`config.mk`:
```
export PLATFORM = sky130hd
export DESIGN_NAME = cq_viola_nios2_resetseq
export DESIGN_NICKNAME = d
export VERILOG_FILES = /design/src/rtl/cq_viola_resetseq_pkg.sv /design/src/rtl/cq_viola_sync2.sv /design/src/rtl/cq_viola_nios2_resetseq.sv
export SDC_FILE = /design/constraint.sdc
export NUM_CORES = 1
export LEC_CHECK = 0
export CORE_ASPECT_RATIO = 1.2
export CORE_MARGIN = 3
export CORE_UTILIZATION = 30
export CTS_CLUSTER_SIZE = 40
export DETAILED_ROUTE_END_ITERATION = 6
export PLACE_DENSITY = 0.6
export REMOVE_ABC_BUFFERS = 1
export SYNTH_ARGS = -nofsm -noshare
export SYNTH_HDL_FRONTEND = slang
export SYNTH_SLANG_ARGS = --single-unit
```
`constraint.sdc`:
```
create_clock -name clk -period 2.4 [get_ports clk]
set_input_delay 0.36 -clock clk [delete_from_list [all_inputs] [get_ports clk]]
set_output_delay 0.36 -clock clk [all_outputs]
set_load 0.01 [all_outputs]
```
`src/rtl/cq_viola_resetseq_pkg.sv`:
```
// Shared register map, bit positions and state encodings for the Nios II reset sequencer.
package cq_viola_resetseq_pkg;

    localparam logic [1:0] ADDR_CTRL    = 2'd0;
    localparam logic [1:0] ADDR_STATUS  = 2'd1;
    localparam logic [1:0] ADDR_HOLD    = 2'd2;
    localparam logic [1:0] ADDR_TIMEOUT = 2'd3;

    localparam int CTRL_RUN_BIT    = 0;
    localparam int CTRL_IRQ_EN_BIT = 1;
    localparam int STAT_READY_BIT  = 3;
    localparam int STAT_FAULT_BIT  = 4;

    typedef enum logic [2:0] {
        ST_IDLE  = 3'd0,
        ST_HOLD  = 3'd1,
        ST_WAIT  = 3'd2,
        ST_RUN   = 3'd3,
        ST_FAULT = 3'd4
    } state_t;

    // A zero hold would never reach the count==1 exit, so it is treated as one cycle.
    function automatic logic [15:0] hold_load(input logic [15:0] hold);
        return (hold == 16'd0) ? 16'd1 : hold;
    endfunction

    function automatic logic holds_target(input state_t s);
        return (s == ST_IDLE) || (s == ST_HOLD) || (s == ST_FAULT);
    endfunction

endpackage

```
`src/rtl/cq_viola_sync2.sv`:
```
// Two-flop synchronizer for a single asynchronous level input.
module cq_viola_sync2 (
    input  logic clk,
    input  logic reset,
    input  logic d_i,
    output logic q_o
);

    logic meta_q;
    logic sync_q;

    always_ff @(posedge clk or posedge reset) begin
        if (reset) begin
            meta_q <= 1'b0;
            sync_q <= 1'b0;
        end else begin
            meta_q <= d_i;
            sync_q <= meta_q;
        end
    end

    assign q_o = sync_q;

endmodule

```
`src/rtl/cq_viola_nios2_resetseq.sv`:
```
// Avalon-MM controlled reset sequencer: holds the target core in reset, releases it,
// and watches its ready status with an optional start-up timeout.
//
// state | meaning
// IDLE  | target held in reset, waiting for RUN
// HOLD  | target held in reset for the HOLD count
// WAIT  | target released, waiting for ready (optional timeout)
// RUN   | target alive
// FAULT | timeout or ready lost; target held until FAULT is cleared
module cq_viola_nios2_resetseq
    import cq_viola_resetseq_pkg::*;
#(
    parameter logic [15:0] HOLD_DEFAULT    = 16'd16,
    parameter logic [15:0] TIMEOUT_DEFAULT = 16'd1024
) (
    input  logic        clk,
    input  logic        reset,
    input  logic [1:0]  address,
    input  logic        chipselect,
    input  logic        write_n,
    input  logic [31:0] writedata,
    output logic [31:0] readdata,
    input  logic        target_ready,
    output logic        target_reset,
    output logic        irq
);

    state_t      state_q, state_d;
    logic [15:0] cnt_q, cnt_d;
    logic        run_q, run_d;
    logic        irq_en_q, irq_en_d;
    logic        fault_q, fault_d;
    logic [15:0] hold_q, hold_d;
    logic [15:0] tmo_q, tmo_d;
    logic [31:0] rdata_q, rdata_d;
    logic        tgt_rst_q, tgt_rst_d;
    logic        irq_q, irq_d;

    logic ready_s;
    logic wr, wr_ctrl, wr_status, wr_hold, wr_tmo;
    logic unused_wdata;

    cq_viola_sync2 u_sync (
        .clk   (clk),
        .reset (reset),
        .d_i   (target_ready),
        .q_o   (ready_s)
    );

    assign wr        = chipselect && !write_n;
    assign wr_ctrl   = wr && (address == ADDR_CTRL);
    assign wr_status = wr && (address == ADDR_STATUS);
    assign wr_hold   = wr && (address == ADDR_HOLD);
    assign wr_tmo    = wr && (address == ADDR_TIMEOUT);
    assign unused_wdata = ^writedata[31:16];

    always_comb begin
        state_d  = state_q;
        cnt_d    = cnt_q;
        run_d    = run_q;
        irq_en_d = irq_en_q;
        fault_d  = fault_q;
        hold_d   = hold_q;
        tmo_d    = tmo_q;

        if (wr_ctrl) begin
            run_d    = writedata[CTRL_RUN_BIT];
            irq_en_d = writedata[CTRL_IRQ_EN_BIT];
        end
        if (wr_hold) hold_d = writedata[15:0];
        if (wr_tmo)  tmo_d  = writedata[15:0];

        case (state_q)
            ST_IDLE: begin
                if (wr_ctrl && writedata[CTRL_RUN_BIT]) begin
                    state_d = ST_HOLD;
                    cnt_d   = hold_load(hold_q);
                end
            end
            ST_HOLD: begin
                if (cnt_q == 16'd1) begin
                    state_d = ST_WAIT;
                    cnt_d   = tmo_q;
                end else begin
                    cnt_d = cnt_q - 16'd1;
                end
            end
            ST_WAIT: begin
                // A zero load parks the counter at 0, which is what disables the timeout.
                if (ready_s) begin
                    state_d = ST_RUN;
                end else if (cnt_q == 16'd1) begin
                    state_d = ST_FAULT;
                end else if (cnt_q != 16'd0) begin
                    cnt_d = cnt_q - 16'd1;
                end
            end
            ST_RUN: begin
                if (!ready_s) state_d = ST_FAULT;
            end
            ST_FAULT: begin
                if (wr_status && writedata[STAT_FAULT_BIT]) begin
                    state_d = ST_IDLE;
                    fault_d = 1'b0;
                end
            end
            default: state_d = ST_IDLE;
        endcase

        // Software stop wins over any same-cycle timeout or ready transition.
        if (wr_ctrl && !writedata[CTRL_RUN_BIT] &&
            (state_q == ST_HOLD || state_q == ST_WAIT || state_q == ST_RUN)) begin
            state_d = ST_IDLE;
        end

        if (state_d == ST_FAULT && state_q != ST_FAULT) begin
            fault_d = 1'b1;
            run_d   = 1'b0;
        end
    end

    assign tgt_rst_d = holds_target(state_d);
    assign irq_d     = fault_d && irq_en_d;

    always_comb begin
        rdata_d = '0;
        case (address)
            ADDR_CTRL: begin
                rdata_d[CTRL_RUN_BIT]    = run_q;
                rdata_d[CTRL_IRQ_EN_BIT] = irq_en_q;
            end
            ADDR_STATUS: begin
                rdata_d[2:0]            = state_q;
                rdata_d[STAT_READY_BIT] = ready_s;
                rdata_d[STAT_FAULT_BIT] = fault_q;
            end
            ADDR_HOLD:    rdata_d[15:0] = hold_q;
            ADDR_TIMEOUT: rdata_d[15:0] = tmo_q;
            default:      rdata_d = '0;
        endcase
    end

    always_ff @(posedge clk or posedge reset) begin
        if (reset) begin
            state_q   <= ST_IDLE;
            cnt_q     <= 16'd0;
            run_q     <= 1'b0;
            irq_en_q  <= 1'b0;
            fault_q   <= 1'b0;
            hold_q    <= HOLD_DEFAULT;
            tmo_q     <= TIMEOUT_DEFAULT;
            rdata_q   <= 32'd0;
            tgt_rst_q <= 1'b1;
            irq_q     <= 1'b0;
        end else begin
            state_q   <= state_d;
            cnt_q     <= cnt_d;
            run_q     <= run_d;
            irq_en_q  <= irq_en_d;
            fault_q   <= fault_d;
            hold_q    <= hold_d;
            tmo_q     <= tmo_d;
            rdata_q   <= rdata_d;
            tgt_rst_q <= tgt_rst_d;
            irq_q     <= irq_d;
        end
    end

    assign readdata     = rdata_q;
    assign target_reset = tgt_rst_q;
    assign irq          = irq_q;

endmodule

```
Word level (Yosys, flattened, before mapping)
Index checks and enable logic that the tools add are counted.
- register bits after elaboration: 74
- logic and storage cells: 77
- add/sub/neg operators: 1
- equality and inequality tests: 15
- muxes and demuxes: 24
- reductions and logical operators: 25
- operators with widths (cell ; number):
    $mux 16 ; 6
    $pmux 16 s3 ; 1
    $pmux 11 s2 ; 1
    $mux 3 ; 7
    $eq 16x1->1 const B ; 1
    $logic_not 16->1 ; 1
    $reduce_bool 16->1 ; 1
    $sub 16x1->16 const B ; 1
    $pmux 3 s5 ; 1
    $logic_and 1x1->1 ; 11
    $pmux 3 s3 ; 1
    $ne 2x2->1 const B ; 4
    $pmux 2 s4 ; 1
    $eq 3x1->1 const B ; 2
    $eq 3x2->1 const B ; 2
    $eq 3x3->1 const B ; 2
    $logic_not 3->1 ; 2
    $mux 1 ; 6
    $reduce_and 5->1 ; 1
    $eq 2x2->1 const B ; 2
    $logic_or 1x1->1 ; 4
    $ne 3x3->1 const B ; 1
    $reduce_bool 3->1 ; 1
    $eq 2x1->1 const B ; 1
    3 further kinds ; 4

Logic depth before layout (Yosys ltp)
- depth after elaboration: 11
- depth in mapped cells: 8
- gate-level depth less buffers: 7

Modules after synthesis
From an unflattened synthesis, not the netlist that was laid out.
- cell total of the unflattened synthesis: 357
- area, all modules: 3987.6 sq um
- by module, submodules not included (module ; instances ; cells each ; area each (sq um) ; seq. area each (sq um)):
    cq_viola_nios2_resetseq ; 1 ; 354 ; 3933.8 ; 1805.5
    cq_viola_sync2 ; 1 ; 3 ; 53.8 ; 50.0

Worst setup path before layout
OpenSTA, ideal clock, no wires.
- path type: reg2reg
- start point: register cnt_q[1]
- end point: register cnt_q[1]
- arrival time: 1.815 ns
- required time: 2.273 ns
- setup slack: 0.458 ns
- cell stages (with the launch flop): 9
- path buffers: 1
- cells stage by stage: dfrtp_1 inv_1 ha_1 nor4b_2 nand4_2 o21ai_1 buf_2 o211ai_1 mux2_1
- word-level cells in the longest chain between the ends: 5
- elaborated cells between the ends (all ways): 11
- classes of those cells: add/sub: 1; eq/ne: 3; mux: 5; reduce/logical: 2
- ends and longest elaborated chain (element ; line ; source):
    from (decl) ; cq_viola_nios2_resetseq.sv:29 ; logic [15:0] cnt_q, cnt_d;
    from (signal assigned) ; cq_viola_nios2_resetseq.sv:157 ; cnt_q <= cnt_d;
    $sub 16x1->16 ; cq_viola_nios2_resetseq.sv:85, cq_viola_nios2_resetseq.sv:95 ;
    $mux 16 ; cq_viola_nios2_resetseq.sv:94 ; end else if (cnt_q != 16'd0) begin
    $mux 16 ; cq_viola_nios2_resetseq.sv:92 ; end else if (cnt_q == 16'd1) begin
    $mux 16 ; cq_viola_nios2_resetseq.sv:90 ; if (ready_s) begin
    $pmux 16 s3 ; cq_viola_nios2_resetseq.sv:73 ; case (state_q)
Parallel ways exist; a longest one is shown, timed or not. The select of a mux whose other input is x is not followed.
A chain may end at the register's enable or synchronous reset.

Worst setup path after layout
- start point: register cnt_q[11]
- end point: register cnt_q[13]
Same word-level chain as after synthesis.

==> summary.md <==
| Metric | Value |
|---|---|
| Status | `finished, final reports clean` |
| PwrDens | `between 1000 and 1500 mW/mm^2` |
| DRT antenna net count | `0` |
| Drt wl/cell | `around 17 microns` |
| Peak Freq | `0.4559 GHz` |
| Final Setup Violations | `0` |
| Total congestion overflow | `0` |
| Largest net degree at the start of global routing | `75` |
| Maxcap violations | `0` |
| Skew-Pair Late Insertion Delay | `between 0.3 and 0.4 ns` |
| Most frequent cells after synthesis | `71 x dfrtp_1, 36 x mux2_2, 23 x o21ai_0` |
| Synth async-reset ratio | `100.0%` |
| #FFs+latches synth | `between 70 and 80` |
| Clock tree sinks | `74` |
| H-tree depth | `3` |
| Initial Util | `between 30% and 40%` |
| Post-synthesis cell type count | `between 50 and 60` |
| DPL Wire Length | `7.578 mm` |
| Post-synth top area cell | `dfrtp_1` |
| Final hold viol count | `0` |
| Avg Vias per Cell | `5.103` |
| Rows | `45` |
| Post-synth EDFFs | `0` |
| Met3 Use GR | `2.654%` |
| Clock tree root buffer cell | `clkbuf_16` |
| Final net count | `around 470` |
| Syn Area/Cell | `~11 sq um` |
| Final Critical Period | `approximately 2.2 ns` |
| Final Max Tran Viols | `0` |
| Antenna violations before repair | `0` |
| CP endpoint kind | `flip-flop` |
| Synthesized instance count | `between 300 and 400` |
| CP Class | `reg -> reg` |
| First-pass GRT wire length | `around 17 mm` |
| Most instantiated library cell after synthesis | `dfrtp_1` |
| Share of cells above drive strength 1 | `~25%` |
| Total wire length | `10.33 mm` |
| DR pass1 iterations | `5` |
| Post-layout util | `between 30% and 40%` |
| Number of global-route vias before repair | `approximately 3100` |
| Inserted Clock Buffers | `9` |
| Final period util | `91.40%` |
| Synthesized cell area | `about 0.004 sq mm` |
| Routability cong. | `0.8981` |
| Max Buffers Root-to-Sink | `2` |
| RSZ-0062 raised after global routing | `false` |
| Maximum VDD drop | `~0.00045 V` |
| Area Growth Syn to Fin | `27.38%` |
| Top cells by area, synth | `dfrtp_1 45%, mux2_2 10%, buf_4 3.3%, mux2i_1 3.1%, o21ai_0 2.9%` |
| Slew headroom | `between 60 and 70%` |
| Setup TNS | `0 ns` |
| CTS tree | `yes` |
| Total global-route track usage | `between 10% and 20%` |
| Cts hold-fix bufs | `0` |
| Input/output buffers | `40` |
| Worst hold path type | `reg -> reg` |
| Synth Flop Type | `dfrtp_1` |
| Setup Skew | `between 0.006 and 0.007 ns` |
| M2 GR Usage | `about a quarter` |
| CP Max Fanout | `12` |
| GR Util met1 | `just under 20%` |
| Worst-path clk slew | `approximately 0.06 ns` |
| Top cell type's share of synthesized area | `45.47%` |
| DIE AREA | `approximately 0.014 sq mm` |
| Core area | `~0.013 sq mm` |
| Yosys warning total | `0` |
| GRT busiest layer | `met2` |
| # IOs | `73` |
| CP Launch Type | `flip-flop` |
| Fin cells | `slightly below 600` |
| Seq/Total Area, Yosys | `47.49%` |
| WP data arrival | `2.42 ns` |
| Via count | `3021` |
| WP data required | `2.63 ns` |
| Slew @ Worst Pin | `0.5883 ns` |
| Dpl cells | `about 580` |
| Diodes inserted | `0` |
| DRC errors left | `0` |
| Pre-CTS setup slack | `-0.1566 ns` |
| Fill cell count | `1273` |
| Setup WS post-layout | `about 0.21 ns` |
| FF-to-FF setup slack | `~0.21 ns` |
| Die Y | `about 130 microns` |
| Leak | `0.002132 uW` |
| Initial drt markers | `approximately 180` |
| Width of the die | `110.2 microns` |
-- cells in the final DEF, fill, tap and decap left out, drive strengths merged, types with 9 or more instances in the layout --
cell / n
a21oi: 9
buf: 37
clkbuf: 10
clkdlybuf4s50: 40
conb: 16
dfrtp: 71
inv: 12
mux2: 37
mux2i: 12
nand2: 11
nand3: 16
nor2: 18
nor2b: 14
nor4: 9
o21ai: 27
-- final cells by class --
| type | instances | area (sq um) | area share (%) |
|---|---|---|---|
| clock inverters | 5 | 103.9 | 2.086 |
| well taps | 164 | 205.2 | 4.123 |
| flip-flops and latches | 74 | 1856 | 37.28 |
| multi-input cells | 250 | 1848 | 37.13 |
| repair buffers | 77 | 690.7 | 13.88 |
| clock buffers | 10 | 229.0 | 4.600 |
| inverters | 12 | 45.04 | 0.9050 |
-- cells by family after synthesis --
| logic type | Yosys count | share of synthesized area, % |
|---|---|---|
| AND/OR/NAND/NOR | 102 | 15.05 |
| multiplexers | 51 | 14.89 |
| other | 1 | 0.09597 |
| flip-flops | 74 | 47.49 |
| XOR/XNOR | 1 | 0.2242 |
| AO/OA/AOI/OAI | 77 | 14.60 |
| adder cells (fa/ha/maj) | 3 | 0.9607 |
| buffers and inverters | 47 | 6.692 |
-- worst max-delay path: stages (launching register included) --
cell and delay [ns]:
dfrtp_1 0.40, nor4_2 0.39, nand4_2 0.20, buf_4 0.19
o41a_4 0.54, buf_4 0.17, a22o_1 0.19
-- per-stage QoR --
step	total power, uW	hold slack (ns)	cell area [sq um]
finish	5381	0.3516	4977
global route	5740	0.3663	4977
CTS	5399	0.3543	4961
detailed placement	3851	0.3417	4628
global placement	3812	0.3333	4628
floorplan	3028	0.3312	3747
-- state kept, by name, indices dropped and copies added (netlist names) --
signal,flops
state_q,3
u_sync.meta_q,1
run_q,1
fault_q,1
readdata,16
u_sync.q_o,1
irq_en_q,1
target_reset,1
hold_q,16
tmo_q,16
irq,1
cnt_q,16
-- where the power goes --
group,internal (uW),switching (uW)
sequential,1580,331
clock,1010,513
combinational,943,1010
total,3530,1850
-- per-layer routing --
metal,wire length [microns],vias to the layer above
met5,0,-
met4,161,0
li1,-,1417
met3,484,13
met2,5304,79
met1,4381,1512
-- worst paths after layout --
| check | endpoint | cells past startpoint | startpoint |
|---|---|---|---|
| max | cnt_q[13] | 6 | cnt_q[11] |
| min | u_sync.q_o | 0 | u_sync.meta_q |
| max reg2reg | cnt_q[13] | 6 | cnt_q[11] |
| min reg2reg | u_sync.q_o | 0 | u_sync.meta_q |
| max in group asynchronous | hold_q[4] | 3 | reset |
| min in group asynchronous | readdata[14] | 3 | reset |
-- repair_timing --
action | 4_1_cts | 5_1_grt
endpoints found under the setup margin | 0 | 8
resized for setup | 0 | 1
buffers inserted | 0 | 2
No activity file was read; power rests on OpenSTA's default activity.
